`src/rtl/pipelined_gate_delay_if.sv`:
```
// Operand and result bundle for pipelined_gate_delay. The master drives samples
// and the slave (the pipeline) returns the delayed gate outputs.
interface pipelined_gate_delay_if #(
  parameter int WIDTH = 4
);
  logic             in_valid;
  logic [WIDTH-1:0] A;
  logic [WIDTH-1:0] B;
  logic [WIDTH-1:0] C;
  logic [WIDTH-1:0] e;
  logic [WIDTH-1:0] y;
  logic [WIDTH-1:0] x;
  logic             e_valid;
  logic             y_valid;
  logic             x_valid;

  modport master (
    output in_valid, A, B, C,
    input  e, y, x, e_valid, y_valid, x_valid
  );

  modport slave (
    input  in_valid, A, B, C,
    output e, y, x, e_valid, y_valid, x_valid
  );
endinterface

```
`src/rtl/pipelined_gate_delay.sv`:
```
// Models gate propagation delay as register pipelines: e = A & B, y = f(C),
// x = e | y, each with its own latency; ALIGN pads the paths so x sees one sample.
module pipelined_gate_delay #(
  parameter int WIDTH  = 4,
  parameter int E_LAT  = 3,
  parameter int Y_LAT  = 1,
  parameter int X_LAT  = 2,
  parameter int Y_MODE = 0,
  parameter int ALIGN  = 0
) (
  input logic                    clk,
  input logic                    rst,
  pipelined_gate_delay_if.slave  bus
);

  localparam int MAX_LAT = (E_LAT > Y_LAT) ? E_LAT : Y_LAT;
  // In aligned mode both paths run to the longer latency; e is still tapped
  // at E_LAT for its own output, while the OR stage reads the padded tail.
  localparam int E_DEPTH = (ALIGN != 0) ? MAX_LAT : E_LAT;
  localparam int Y_DEPTH = (ALIGN != 0) ? MAX_LAT : Y_LAT;

  typedef struct packed {
    logic             v;
    logic [WIDTH-1:0] d;
  } stage_t;

  stage_t e_pipe_q [E_DEPTH];
  stage_t e_pipe_d [E_DEPTH];
  stage_t y_pipe_q [Y_DEPTH];
  stage_t y_pipe_d [Y_DEPTH];
  stage_t x_pipe_q [X_LAT];
  stage_t x_pipe_d [X_LAT];

  logic [WIDTH-1:0] f_c;
  stage_t           e_tail;
  stage_t           y_tail;

  assign f_c    = (Y_MODE != 0) ? (~bus.C) + WIDTH'(1) : ~bus.C;
  assign e_tail = e_pipe_q[E_DEPTH-1];
  assign y_tail = y_pipe_q[Y_DEPTH-1];

  // NOTE: every element of each _d array is assigned on every pass, so no latch can form.
  always_comb begin
    e_pipe_d[0] = '{v: bus.in_valid, d: bus.A & bus.B};
    for (int i = 1; i < E_DEPTH; i++) e_pipe_d[i] = e_pipe_q[i-1];

    y_pipe_d[0] = '{v: bus.in_valid, d: f_c};
    for (int i = 1; i < Y_DEPTH; i++) y_pipe_d[i] = y_pipe_q[i-1];

    x_pipe_d[0] = '{v: e_tail.v & y_tail.v, d: e_tail.d | y_tail.d};
    for (int i = 1; i < X_LAT; i++) x_pipe_d[i] = x_pipe_q[i-1];
  end

  // NOTE: non-blocking updates let every stage shift from its predecessor's old value.
  always_ff @(posedge clk or posedge rst) begin
    if (rst) begin
      // NOTE: the delay arrays are cleared too, so no pre-reset sample can drain out later.
      e_pipe_q <= '{default: '0};
      y_pipe_q <= '{default: '0};
      x_pipe_q <= '{default: '0};
    end else begin
      e_pipe_q <= e_pipe_d;
      y_pipe_q <= y_pipe_d;
      x_pipe_q <= x_pipe_d;
    end
  end

  assign bus.e       = e_pipe_q[E_LAT-1].d;
  assign bus.e_valid = e_pipe_q[E_LAT-1].v;
  assign bus.y       = y_tail.d;
  assign bus.y_valid = y_tail.v;
  assign bus.x       = x_pipe_q[X_LAT-1].d;
  assign bus.x_valid = x_pipe_q[X_LAT-1].v;

endmodule

```
`src/flat_wrapper.sv`:
```
// flat-port wrapper written by rule: the top's interface ports become plain ports
module pipelined_gate_delay_flat 
#(
  parameter int WIDTH  = 4,
  parameter int E_LAT  = 3,
  parameter int Y_LAT  = 1,
  parameter int X_LAT  = 2,
  parameter int Y_MODE = 0,
  parameter int ALIGN  = 0
)
  (clk, rst, bus_in_valid, bus_A, bus_B, bus_C, bus_e, bus_y, bus_x, bus_e_valid, bus_y_valid, bus_x_valid);
  pipelined_gate_delay_if #(.WIDTH(WIDTH)) bus_i ();
  input logic clk;
  input logic rst;
  input wire logic [$bits(bus_i.in_valid)-1:0] bus_in_valid;
  input wire logic [$bits(bus_i.A)-1:0] bus_A;
  input wire logic [$bits(bus_i.B)-1:0] bus_B;
  input wire logic [$bits(bus_i.C)-1:0] bus_C;
  output wire logic [$bits(bus_i.e)-1:0] bus_e;
  output wire logic [$bits(bus_i.y)-1:0] bus_y;
  output wire logic [$bits(bus_i.x)-1:0] bus_x;
  output wire logic [$bits(bus_i.e_valid)-1:0] bus_e_valid;
  output wire logic [$bits(bus_i.y_valid)-1:0] bus_y_valid;
  output wire logic [$bits(bus_i.x_valid)-1:0] bus_x_valid;
  assign bus_i.in_valid = bus_in_valid;
  assign bus_i.A = bus_A;
  assign bus_i.B = bus_B;
  assign bus_i.C = bus_C;
  assign bus_e = bus_i.e;
  assign bus_y = bus_i.y;
  assign bus_x = bus_i.x;
  assign bus_e_valid = bus_i.e_valid;
  assign bus_y_valid = bus_i.y_valid;
  assign bus_x_valid = bus_i.x_valid;
  pipelined_gate_delay #(.WIDTH(WIDTH), .E_LAT(E_LAT), .Y_LAT(Y_LAT), .X_LAT(X_LAT), .Y_MODE(Y_MODE), .ALIGN(ALIGN)) u_core (.clk(clk), .rst(rst), .bus(bus_i));
endmodule
```
`config.mk`:
```
export PLATFORM = sky130hd
export DESIGN_NAME = pipelined_gate_delay_flat
export DESIGN_NICKNAME = d
export VERILOG_FILES = /design/src/rtl/pipelined_gate_delay_if.sv /design/src/rtl/pipelined_gate_delay.sv /design/src/flat_wrapper.sv
export SDC_FILE = /design/constraint.sdc
export NUM_CORES = 1
export LEC_CHECK = 0
export CORE_MARGIN = 4
export CORE_UTILIZATION = 37
export CTS_CLUSTER_DIAMETER = 150
export DETAILED_ROUTE_END_ITERATION = 10
export GPL_ROUTABILITY_DRIVEN = 0
export GPL_TIMING_DRIVEN = 0
export PLACE_DENSITY = 0.72
export SLEW_MARGIN = 20
export SYNTH_ARGS = -nofsm -noshare
export SYNTH_HDL_FRONTEND = slang
export SYNTH_SLANG_ARGS = --single-unit
export TNS_END_PERCENT = 20
```
`constraint.sdc`:
```
create_clock -name clk -period 0.8 [get_ports clk]
set_input_delay 0.16 -clock clk [delete_from_list [all_inputs] [get_ports clk]]
set_output_delay 0.16 -clock clk [all_outputs]
set_load 0.01 [all_outputs]
```
==> results of run 1 <==
-- layer usage --
metal	vias up	wire length (microns)	GRT usage
li1	198	-	-
met1	190	392	0.0805
met2	26	466	0.139
met3	2	166	0.0572
met4	0	16	0.0747
met5	-	0	0
-- placed cells by master (no fill, tap or decap), drive strengths merged --
master	count
buf	15
inv	4
clkinvlp	1
clkdlybuf4s50	14
clkinv	1
clkbuf	7
and2	5
or2	4
dfrtp	29
-- cells in the mapped netlist (all sizes together) --
master and n:
dfrtp 29, or2 4, inv 5, and2 5
-- worst max-delay path by stage --
stage,endpoint,depth (start not counted),from,slack (ns)
after global routing,bus_y_valid,1,u_core.e_pipe_d[9],-0.27
after floorplan,u_core.bus.e[0],1,rst,0.03
after global placement,u_core.e_pipe_d[5],2,rst,-0.61
final,bus_y_valid,1,u_core.e_pipe_d[9],-0.21
after CTS,bus_y_valid,1,u_core.e_pipe_d[9],-0.23
after detailed placement,u_core.e_pipe_d[7],2,rst,-0.62
-- repair_timing --
| item | 4_1_cts | 5_1_grt |
|---|---|---|
| resized for setup | 61 | 1 |
| endpoints found under the hold margin | 0 | 0 |
| endpoints found under the setup margin | 44 | 15 |
| pin swaps | 0 | 0 |
-- kinds of logic after synthesis --
logic type	share of synthesized area
and+or+nand+nor	0.0703
DFF	0.906
buffers and inverters	0.0234
-- final cells by class --
cell class | instances | area, sq um
Tap cell | 27 | 33.8
Timing Repair Buffer | 29 | 221
Fill cell | 180 | 872
Clock inverter | 1 | 5.00
Inverter | 5 | 22.5
Clock buffer | 7 | 65.1
Multi-Input combinational cell | 9 | 56.3
Sequential cell | 29 | 726
-- sequential cells by signal, summed over array words and instances (netlist names) --
register            cells
u_core.bus.x            4
u_core.bus.e            4
u_core.bus.e_valid      1
u_core.x_pipe_d         5
u_core.bus.y            4
u_core.e_pipe_d        10
u_core.bus.x_valid      1
-- where the power goes --
group / total [mW] / switching [mW] / internal, mW
Clock: 0.947 / 0.439 / 0.509
Sequential: 1.57 / 0.0226 / 1.54
Combinational: 0.182 / 0.0781 / 0.103
==> summary by stage, run 1 <==
Yosys
The share of the synthesized area in the top cell type is 0.906. The synthesized design contains 29 register bits. Synthesis handed over a netlist of 43 instances. Sorting the synthesized cells by area gives the leading types as sky130_fd_sc_hd__dfrtp_1, sky130_fd_sc_hd__and2_1, sky130_fd_sc_hd__or2_1, sky130_fd_sc_hd__inv_1. The cell taking the most area after synthesis is sky130_fd_sc_hd__dfrtp_1. The number of nets in the synthesized netlist is 58.

The total of warnings raised by yosys is 0. After synthesis the cells add up to 801 sq um. The mean instance size in the synthesized netlist is 18.6 sq um. The sequential fraction of the synthesis area is 0.906. The distinct cell type count after synthesis is 4.

Timing
The clock arrives with 0.00547 ns of skew. The final cycle utilization of the critical path is 1.26. The minimum period implied by the final worst setup slack is 1.01 ns. The number of pins exceeding their max-slew limit in the final report is 0. After layout, the worst setup slack is -0.211 ns. The pin slew with the least headroom to its limit is 0.572 ns.

Setup repair after global routing could not meet its margin everywhere. On the final layout, the worst hold slack is 0.260 ns. Setup violations remaining at the end of the flow were counted as 15.

Measured against its own limit, the worst slew margin works out to 0.618. The number of hold-slack violations in the final timing report is 0. Derived from the worst setup path, the maximum achievable clock frequency is 989 MHz. The total negative slack for setup checks is -2.59 ns.

Power
Power comes to 2.69 mW. The power per unit of standard cell area is 2380 mW/mm^2. VDD sags by at most 1150 uV.

Summed over all cells, the static leakage comes to 0.554 nW.

Drt
The final layout contains routed wiring with a total length of 1040 microns. The per-cell via count in the routed design is 3.89. The total via count after detailed routing is 416. The number of DRC violations after detailed-routing iteration 0 is 2. In the final routed layout, each cell accounts on average for 9.74 microns. The first-pass iteration count of the detailed router is 3. In this run the remaining antenna-violating nets after routing total 0. In the routed design, unresolved DRC markers number 0.

Worst setup path
For the worst setup path, the data required time is 0.64 ns. The top cell family by delay on the critical path is flip-flops. The reg-to-reg startpoint is u_core.bus.y[3]. The biggest fanout along the worst timing path is 3. Traced cell by cell, the critical path runs through buf_2. The worst-case register-to-register setup slack is 0.08 ns. The worst register-to-register path ends at u_core.x_pipe_d[3]. Counting both buffers and inverters, the worst setup path holds a total of 1. The largest individual stage delay along the critical path comes from the cell sky130_fd_sc_hd__dfrtp_1. The maximum cell stage delay along the critical path is 0.40 ns. STA classifies the critical path endpoint as an output pin. For the worst flop-to-flop path, the logic depth is 1. The critical path class is reg2out.

STA puts the critical path data arrival time at 0.85 ns. The type of element launching the critical path is a flip-flop.

Min path
The worst hold path belongs to the class in2async.

Global route
Summed over all layers, the global routing overflow is 0. The first global-routing pass estimated 1660 microns of wire. The maximum number of pins on one net before global-route repair is 30. For this run, the total global-route usage over all layers was measured as 0.0897. The number of antenna violations at the first check in global routing came to 0. The number of global-route vias before repair is 405.

Finish
The number of antenna diodes in the final layout is 0. The synthesis-to-layout area growth is 41.1%. The final layout contains 94 nets.

Of the cells placed in the final design, the portion with a size suffix greater than 1 is 0.300. The finished layout holds 107 standard cells, fillers aside. Once layout is complete, the utilization of the core stands at 0.564. After routing the design area is 0.00113 sq mm.

Clocking
Clock tree synthesis inserted a total of 5 buffers. The clock root buffer master is sky130_fd_sc_hd__clkbuf_4. The clock tree synthesis step divided the H-tree into 2 levels. The number of sinks driven by the clock tree is 29. The number of buffers inserted for hold repair after clock tree synthesis is 0. The number of buffers added for setup after CTS is 0.

The later-pin clock latency in the skew report is 0.31 ns. The deepest clock path buffer count is 2. The clock-pin slew on the worst setup and hold paths is 0.08 ns. TritonCTS built the clock tree.

Die
For this configuration, the core starts out at a cell density of 0.400. Measured along the y axis, the die boundary spans 54.5 microns. The area of the die is 0.00297 sq mm. The number of cell rows is 16. The placeable core area is 0.00200 sq mm. In this run the count of I/O pins placed on the die edge is 30.

The width of the die is 54.5 microns.

Placed design
The placed standard-cell area is 0.00112 sq mm. In this run, placement finished with an instance count of 99. The worst slack at placement is -0.623 ns. The HPWL reported at the end of detailed placement is 736 microns. The number of port buffers is 29.

Run status
The checks that failed: setup timing. The flow ran to the end, but the final reports show violations.

Run
Across the run, the number of max-cap violations was 0.
Power figures use the tool's default switching activity.
==> inputs of run 2 (changes only) <==
==> constraint.sdc (replaced) <==
create_clock -name clk -period 0.8 [get_ports clk]
set_input_delay 0.08 -clock clk [delete_from_list [all_inputs] [get_ports clk]]
set_output_delay 0.08 -clock clk [all_outputs]
set_load 0.01 [all_outputs]
==> results of run 2 <==
The final DEF is identical to that of run 1. Status: finished with violations: setup timing.
Main changes from that run: setup slack after placement -0.623 ns -> -0.543 ns; setup slack after layout -0.211 ns -> -0.131 ns; setup TNS -2.59 ns -> -1.39 ns; hold slack 0.260 ns -> 0.180 ns
